[config.mk]
export PLATFORM = sky130hd
export DESIGN_NAME = cordic_req_arbiter
export DESIGN_NICKNAME = d
export VERILOG_FILES = /design/src/rtl/cordic_req_arbiter.sv
export SDC_FILE = /design/constraint.sdc
export NUM_CORES = 1
export LEC_CHECK = 0
export CORE_UTILIZATION = 30
export DETAILED_ROUTE_END_ITERATION = 10
export GPL_TIMING_DRIVEN = 0
export HOLD_SLACK_MARGIN = 0.08
export SLEW_MARGIN = 20
export SYNTH_ARGS = -nofsm -noshare
export SYNTH_HDL_FRONTEND = slang
export SYNTH_SLANG_ARGS = --single-unit
[constraint.sdc]
create_clock -name clk -period 10.9 [get_ports clk]
set_input_delay 1.09 -clock clk [delete_from_list [all_inputs] [get_ports clk]]
set_output_delay 1.09 -clock clk [all_outputs]
set_load 0.01 [all_outputs]
[src/rtl/cordic_req_arbiter.sv]
`default_nettype none
// ============================================================================
// Module   : cordic_req_arbiter
// Brief    : Round-robin sharing of one in-order CORDIC core between N_REQ
//            requesters, with a tag FIFO routing results back to their owner.
// Revision : 1.0 - initial release
// ============================================================================
module cordic_req_arbiter #(
    parameter int N_REQ        = 4,
    parameter int MAX_INFLIGHT = 16
) (
    input  logic                          clk,
    input  logic                          reset,
    input  logic [N_REQ-1:0]              req_valid,
    input  logic [32*N_REQ-1:0]           req_data,
    output logic [N_REQ-1:0]              req_ready,
    output logic [31:0]                   core_in_data,
    output logic                          core_in_valid,
    input  logic [31:0]                   core_out_data,
    input  logic                          core_out_valid,
    output logic [N_REQ-1:0]              rsp_valid,
    output logic [31:0]                   rsp_data,
    output logic [$clog2(MAX_INFLIGHT):0] inflight,
    output logic                          err_orphan
);

    localparam int ID_W  = (N_REQ > 1) ? $clog2(N_REQ) : 1;
    localparam int PTR_W = $clog2(MAX_INFLIGHT);

    localparam logic [ID_W:0]    N_REQ_W = (ID_W+1)'(N_REQ);
    localparam logic [ID_W-1:0]  LAST_ID = ID_W'(N_REQ - 1);
    localparam logic [PTR_W:0]   MAX_W   = (PTR_W+1)'(MAX_INFLIGHT);

    logic [ID_W-1:0]  rr_ptr_q, rr_ptr_d;
    logic [PTR_W:0]   wr_ptr_q, wr_ptr_d;
    logic [PTR_W:0]   rd_ptr_q, rd_ptr_d;
    logic             core_in_valid_q, core_in_valid_d;
    logic [31:0]      core_in_data_q, core_in_data_d;
    logic [N_REQ-1:0] rsp_valid_q, rsp_valid_d;
    logic [31:0]      rsp_data_q, rsp_data_d;
    logic             err_orphan_q, err_orphan_d;

    logic [ID_W-1:0]  tag_mem [MAX_INFLIGHT];

    logic [ID_W:0]    scan_idx;
    logic [ID_W-1:0]  grant_id;
    logic             grant_found;
    logic             credit_ok;
    logic             issue;
    logic             fifo_empty;
    logic             pop;
    logic [ID_W-1:0]  head_id;
    logic [PTR_W:0]   occupancy;

    assign occupancy  = wr_ptr_q - rd_ptr_q;
    assign fifo_empty = (wr_ptr_q == rd_ptr_q);
    assign credit_ok  = (occupancy < MAX_W);
    assign head_id    = tag_mem[rd_ptr_q[PTR_W-1:0]];
    assign pop        = core_out_valid && !fifo_empty;

    // Scan upward from the RR pointer with wrap; first valid requester wins.
    always_comb begin
        grant_found = 1'b0;
        grant_id    = '0;
        scan_idx    = '0;
        for (int k = 0; k < N_REQ; k++) begin
            scan_idx = {1'b0, rr_ptr_q} + (ID_W+1)'(k);
            if (scan_idx >= N_REQ_W) begin
                scan_idx = scan_idx - N_REQ_W;
            end
            if (!grant_found && req_valid[scan_idx[ID_W-1:0]]) begin
                grant_found = 1'b1;
                grant_id    = scan_idx[ID_W-1:0];
            end
        end
    end

    // Ready is gated by reset so the grant vector drops as soon as reset rises.
    assign issue     = grant_found && credit_ok && !reset;
    assign req_ready = issue ? (N_REQ'(1) << grant_id) : '0;

    always_comb begin
        rr_ptr_d        = rr_ptr_q;
        wr_ptr_d        = wr_ptr_q;
        rd_ptr_d        = rd_ptr_q;
        core_in_valid_d = 1'b0;
        core_in_data_d  = core_in_data_q;
        rsp_valid_d     = '0;
        rsp_data_d      = rsp_data_q;
        err_orphan_d    = err_orphan_q;

        if (issue) begin
            core_in_valid_d = 1'b1;
            core_in_data_d  = req_data[grant_id*32 +: 32];
            wr_ptr_d        = wr_ptr_q + 1'b1;
            rr_ptr_d        = (grant_id == LAST_ID) ? '0 : grant_id + 1'b1;
        end

        if (pop) begin
            rsp_valid_d = N_REQ'(1) << head_id;
            rsp_data_d  = core_out_data;
            rd_ptr_d    = rd_ptr_q + 1'b1;
        end

        // A result with no outstanding tag has no owner; flag it and drop it.
        if (core_out_valid && fifo_empty) begin
            err_orphan_d = 1'b1;
        end
    end

    always_ff @(posedge clk or posedge reset) begin
        if (reset) begin
            rr_ptr_q        <= '0;
            wr_ptr_q        <= '0;
            rd_ptr_q        <= '0;
            core_in_valid_q <= 1'b0;
            core_in_data_q  <= '0;
            rsp_valid_q     <= '0;
            rsp_data_q      <= '0;
            err_orphan_q    <= 1'b0;
        end else begin
            rr_ptr_q        <= rr_ptr_d;
            wr_ptr_q        <= wr_ptr_d;
            rd_ptr_q        <= rd_ptr_d;
            core_in_valid_q <= core_in_valid_d;
            core_in_data_q  <= core_in_data_d;
            rsp_valid_q     <= rsp_valid_d;
            rsp_data_q      <= rsp_data_d;
            err_orphan_q    <= err_orphan_d;
        end
    end

    // Tag storage needs no reset: only entries between the pointers are read.
    always_ff @(posedge clk) begin
        if (issue) begin
            tag_mem[wr_ptr_q[PTR_W-1:0]] <= grant_id;
        end
    end

    assign core_in_valid = core_in_valid_q;
    assign core_in_data  = core_in_data_q;
    assign rsp_valid     = rsp_valid_q;
    assign rsp_data      = rsp_data_q;
    assign inflight      = occupancy;
    assign err_orphan    = err_orphan_q;

endmodule
`default_nettype wire
==> key figures <==
Synthesis
  – Instance count of the mapped netlist: 501
  – Most instantiated library cell after synthesis: nand2_1
  – Synth Register Bits: 114
  – Prevailing post-synth register cell: dfrtp_1
  – Cell types with the highest counts after synthesis: nand2_1 (113), mux2i_1 (97), dfrtp_1 (82)
  – Number of flops mapped to enable cells by yosys: 32
  – Synth Warn #: 0
  – Cell area after synthesis: 5919 µm²
  – Area share of the largest cell type after synthesis: 0.3466
  – Cell taking the most area after synthesis: dfrtp_1
  – Synthesized net count: 682
  – Portion of the post-synthesis area used by sequential elements: 0.5090
  – FFs w/ async S/R, synth: 0.7193
  – Synth unique cells: 34
  – Synthesized area divided by synthesized cell count: 11.82 µm²
  – Ranking of synthesized cells by area: dfrtp_1 (35%), mux2i_1 (16%), edfxtp_1 (16%)

STA
  – Fin crit share: 0.4583
  – Unrepaired setup endpoints after global routing: no
  – Worst slew pin tran: 0.8050 ns
  – Final critical path time including I/O delays and setup: 4.996 ns
  – Final setup skew: 0.005963 ns
  – Final Hold Fails: 0
  – Worst-case headroom to the max-slew limit: 0.4597
  – Final-report max-slew violation count: 0
  – Total setup violations reported at the end of the flow: 0
  – Fmax: 200.2 MHz
  – Total negative slack for setup checks: 0 ns

Floorplan
  – Die outline area: 20300 µm²
  – Die H: 142.5 µm
  – Overall die width: 142.5 µm
  – Core Box Area: 19400 µm²
  – Ports placed on the boundary: 246
  – Standard-cell row count: 51
  – Initial core utilization: 0.3051

Setup path
  – Logic depth of the worst register-to-register path: 10
  – Critical Setup Path Class: in -> out
  – Setup crit end kind: primary output
  – Worst reg2reg setup slack: 7.85 ns
  – Startpoint kind of the worst setup timing path: input port
  – Critical path launch point: reset
  – Data required time of the worst path: 9.81 ns
  – Arrival time worst endpoint: 3.91 ns
  – Reg-to-Reg End: tag_mem[3][1]
  – Biggest fanout along the worst timing path: 43
  – Worst flop-to-flop path startpoint: rd_ptr_q[2]

Cells and area
  – Fillers: 1804
  – Final layout net count: 947
  – Final standard cell area without fillers: 9348 µm²
  – Post-layout instance count excluding filler cells: 1044
  – Share of post-route cells with drive strength above 1: 0.1207
  – Area overhead of the layout relative to synthesis: 57.92%
  – Final standard cell utilization of the core: 0.4819
  – Number of antenna repair diodes: 0

Clocking
  – Number of clock sinks: 114
  – H-tree depth: 4
  – Clock Tree Root: clkbuf_16
  – CTS buffer count: 17
  – Hold buffer count at cts: 0
  – Post-CTS sizing: 0
  – Deepest clock path buffer count: 2
  – Clock transition at the registers of the reported paths: 0.05 ns
  – Post-CTS setup buffers: 0
  – Clk_lat worst skew: 0.41 ns
  – TritonCTS clock tree: yes

GRT
  – Global-route wire length before repair: 25.67 mm
  – Total Routing Usage GR: 0.1688
  – Largest net degree at the start of global routing: 44
  – Sum of overflow across all layers after global routing: 0
  – Vias in the first global route: 5023
  – Number of antenna violations at the first check in global routing: 1

Placement
  – GP Congestion: 0.7639
  – Number of buffers inserted by port buffering: 245
  – Dpl cell area: 8733 µm²
  – Count of placed standard cells including taps: 1012
  – Post-detailed-placement half-perimeter wirelength: 13.03 mm

Power
  – Total power divided by cell area: 265.6 nW/µm²
  – VDD IR-drop max: 140.4 µV
  – Reported leakage power: 4.152 nW

Run
  – Maximum Capacitance Violations: 0

Route
  – Count of unresolved DRC violations after routing: 0
  – DRT Wirelength: 16.56 mm
  – Routed vias/inst: 4.518
  – Wire length per cell after detailed routing: 15.86 µm
  – ANT nets after route: 0
  – Detailed-routing iteration count for the pre-antenna-repair pass: 4
  – Via count: 4717
  – DRC marker count from the first detailed-route iteration: 129

Worst hold path
  – Min-Delay Path Class: reg -> reg
  – Worst hold start: err_orphan
  – Endpoint of the worst hold path: err_orphan
  – Worst hold path cell count: 1

Outcome
  – Outcome: finished, final reports clean
==> kinds of logic after synthesis <==
logic type	after synthesis	share of synthesized area
compound gates	20	0.02241
xor+xnor	11	0.01628
fa+ha+maj	14	0.03086
buf+inv	41	0.04418
flops	114	0.5090
mux	138	0.2572
simple gates	163	0.1201
==> how the worst max path moves through the flow <==
stage	end	cells after the start
after CTS	req_ready[1]	9
after detailed placement	req_ready[1]	9
final	req_ready[3]	9
after floorplan	req_ready[0]	6
after global placement	req_ready[3]	8
after global routing	req_ready[1]	9
==> registers in the layout, indices dropped and copies added, names as in the netlist <==
signal and cells:
core_in_valid 1, rsp_valid 4, rd_ptr_q 5, rr_ptr_q 2, wr_ptr_q 5, rsp_data 32
tag_mem 32, err_orphan 1, core_in_data 32
==> worst max-delay path, cell delays in order <==
cell	delay, ns
clkdlybuf4s50_1	0.44
inv_4	0.42
buf_16	0.29
o41ai_1	0.16
a21oi_2	0.25
buf_2	0.32
buf_4	0.23
and2_1	0.14
clkdlybuf4s50_1	0.53
==> cells in the final DEF, fill, tap and decap left out, types with 3 or more instances in the layout <==
| cell | synthesis | routed |
|---|---|---|
| o21ai_1 | 4 | 4 |
| dfrtp_1 | 82 | 82 |
| and2_1 | 10 | 10 |
| a21oi_1 | 9 | 9 |
| buf_12 | 4 | 4 |
| ha_1 | 13 | 13 |
| buf_4 | 4 | 4 |
| nor2_1 | 5 | 5 |
| bufinv_16 | 0 | 4 |
| xnor2_1 | 9 | 9 |
| inv_1 | 11 | 10 |
| clkdlybuf4s50_1 | 0 | 245 |
| nand2_1 | 113 | 113 |
| a21o_1 | 3 | 3 |
| and3_1 | 15 | 15 |
| mux2_2 | 32 | 32 |
| buf_2 | 7 | 7 |
| nand3_1 | 9 | 9 |
| nand4_1 | 4 | 4 |
| nor2b_1 | 4 | 4 |
| mux4_2 | 8 | 8 |
| mux2i_1 | 97 | 97 |
| clkinv_2 | 0 | 4 |
| clkbuf_1 | 10 | 11 |
| clkbuf_16 | 0 | 17 |
| edfxtp_1 | 32 | 32 |
==> metal layers <==
metal  global-route usage  vias up  wire (µm)
met1               0.1809     2246       6230
met3              0.07537       22       1452
met2               0.2908      173       8538
met4              0.06452        0        341
met5                    0        -          0
li1                     -     2276          -
==> stage by stage <==
| stage | power, mW | hold WS [ns] | setup slack, ns |
|---|---|---|---|
| floorplan | 1.386 | 0.4604 | 5.853 |
| CTS | 2.520 | 0.4715 | 5.827 |
| finish | 2.483 | 0.4613 | 5.904 |
| global placement | 1.910 | 0.4452 | 3.750 |
| global route | 2.652 | 0.5016 | 5.626 |
| detailed placement | 1.931 | 0.4612 | 5.832 |
==> where the power goes <==
part | switching (mW) | internal [mW] | total (mW)
Sequential | 0.0831 | 0.598 | 0.681
Clock | 0.193 | 0.381 | 0.574
Combinational | 0.569 | 0.659 | 1.23
==> final cells by class <==
class                           instances  area (µm²)  share of cell area
Buffer                                 28       212.7             0.02275
Clock buffer                           18       429.2             0.04591
Clock inverter                         14       185.2             0.01981
Inverter                               13       51.30            0.005488
Multi-Input combinational cell        346        2645              0.2830
Sequential cell                       114        3013              0.3223
Tap cell                              265       331.6             0.03547
Timing Repair Buffer                  246        2480              0.2653
No activity file was read; power rests on OpenSTA's default activity.
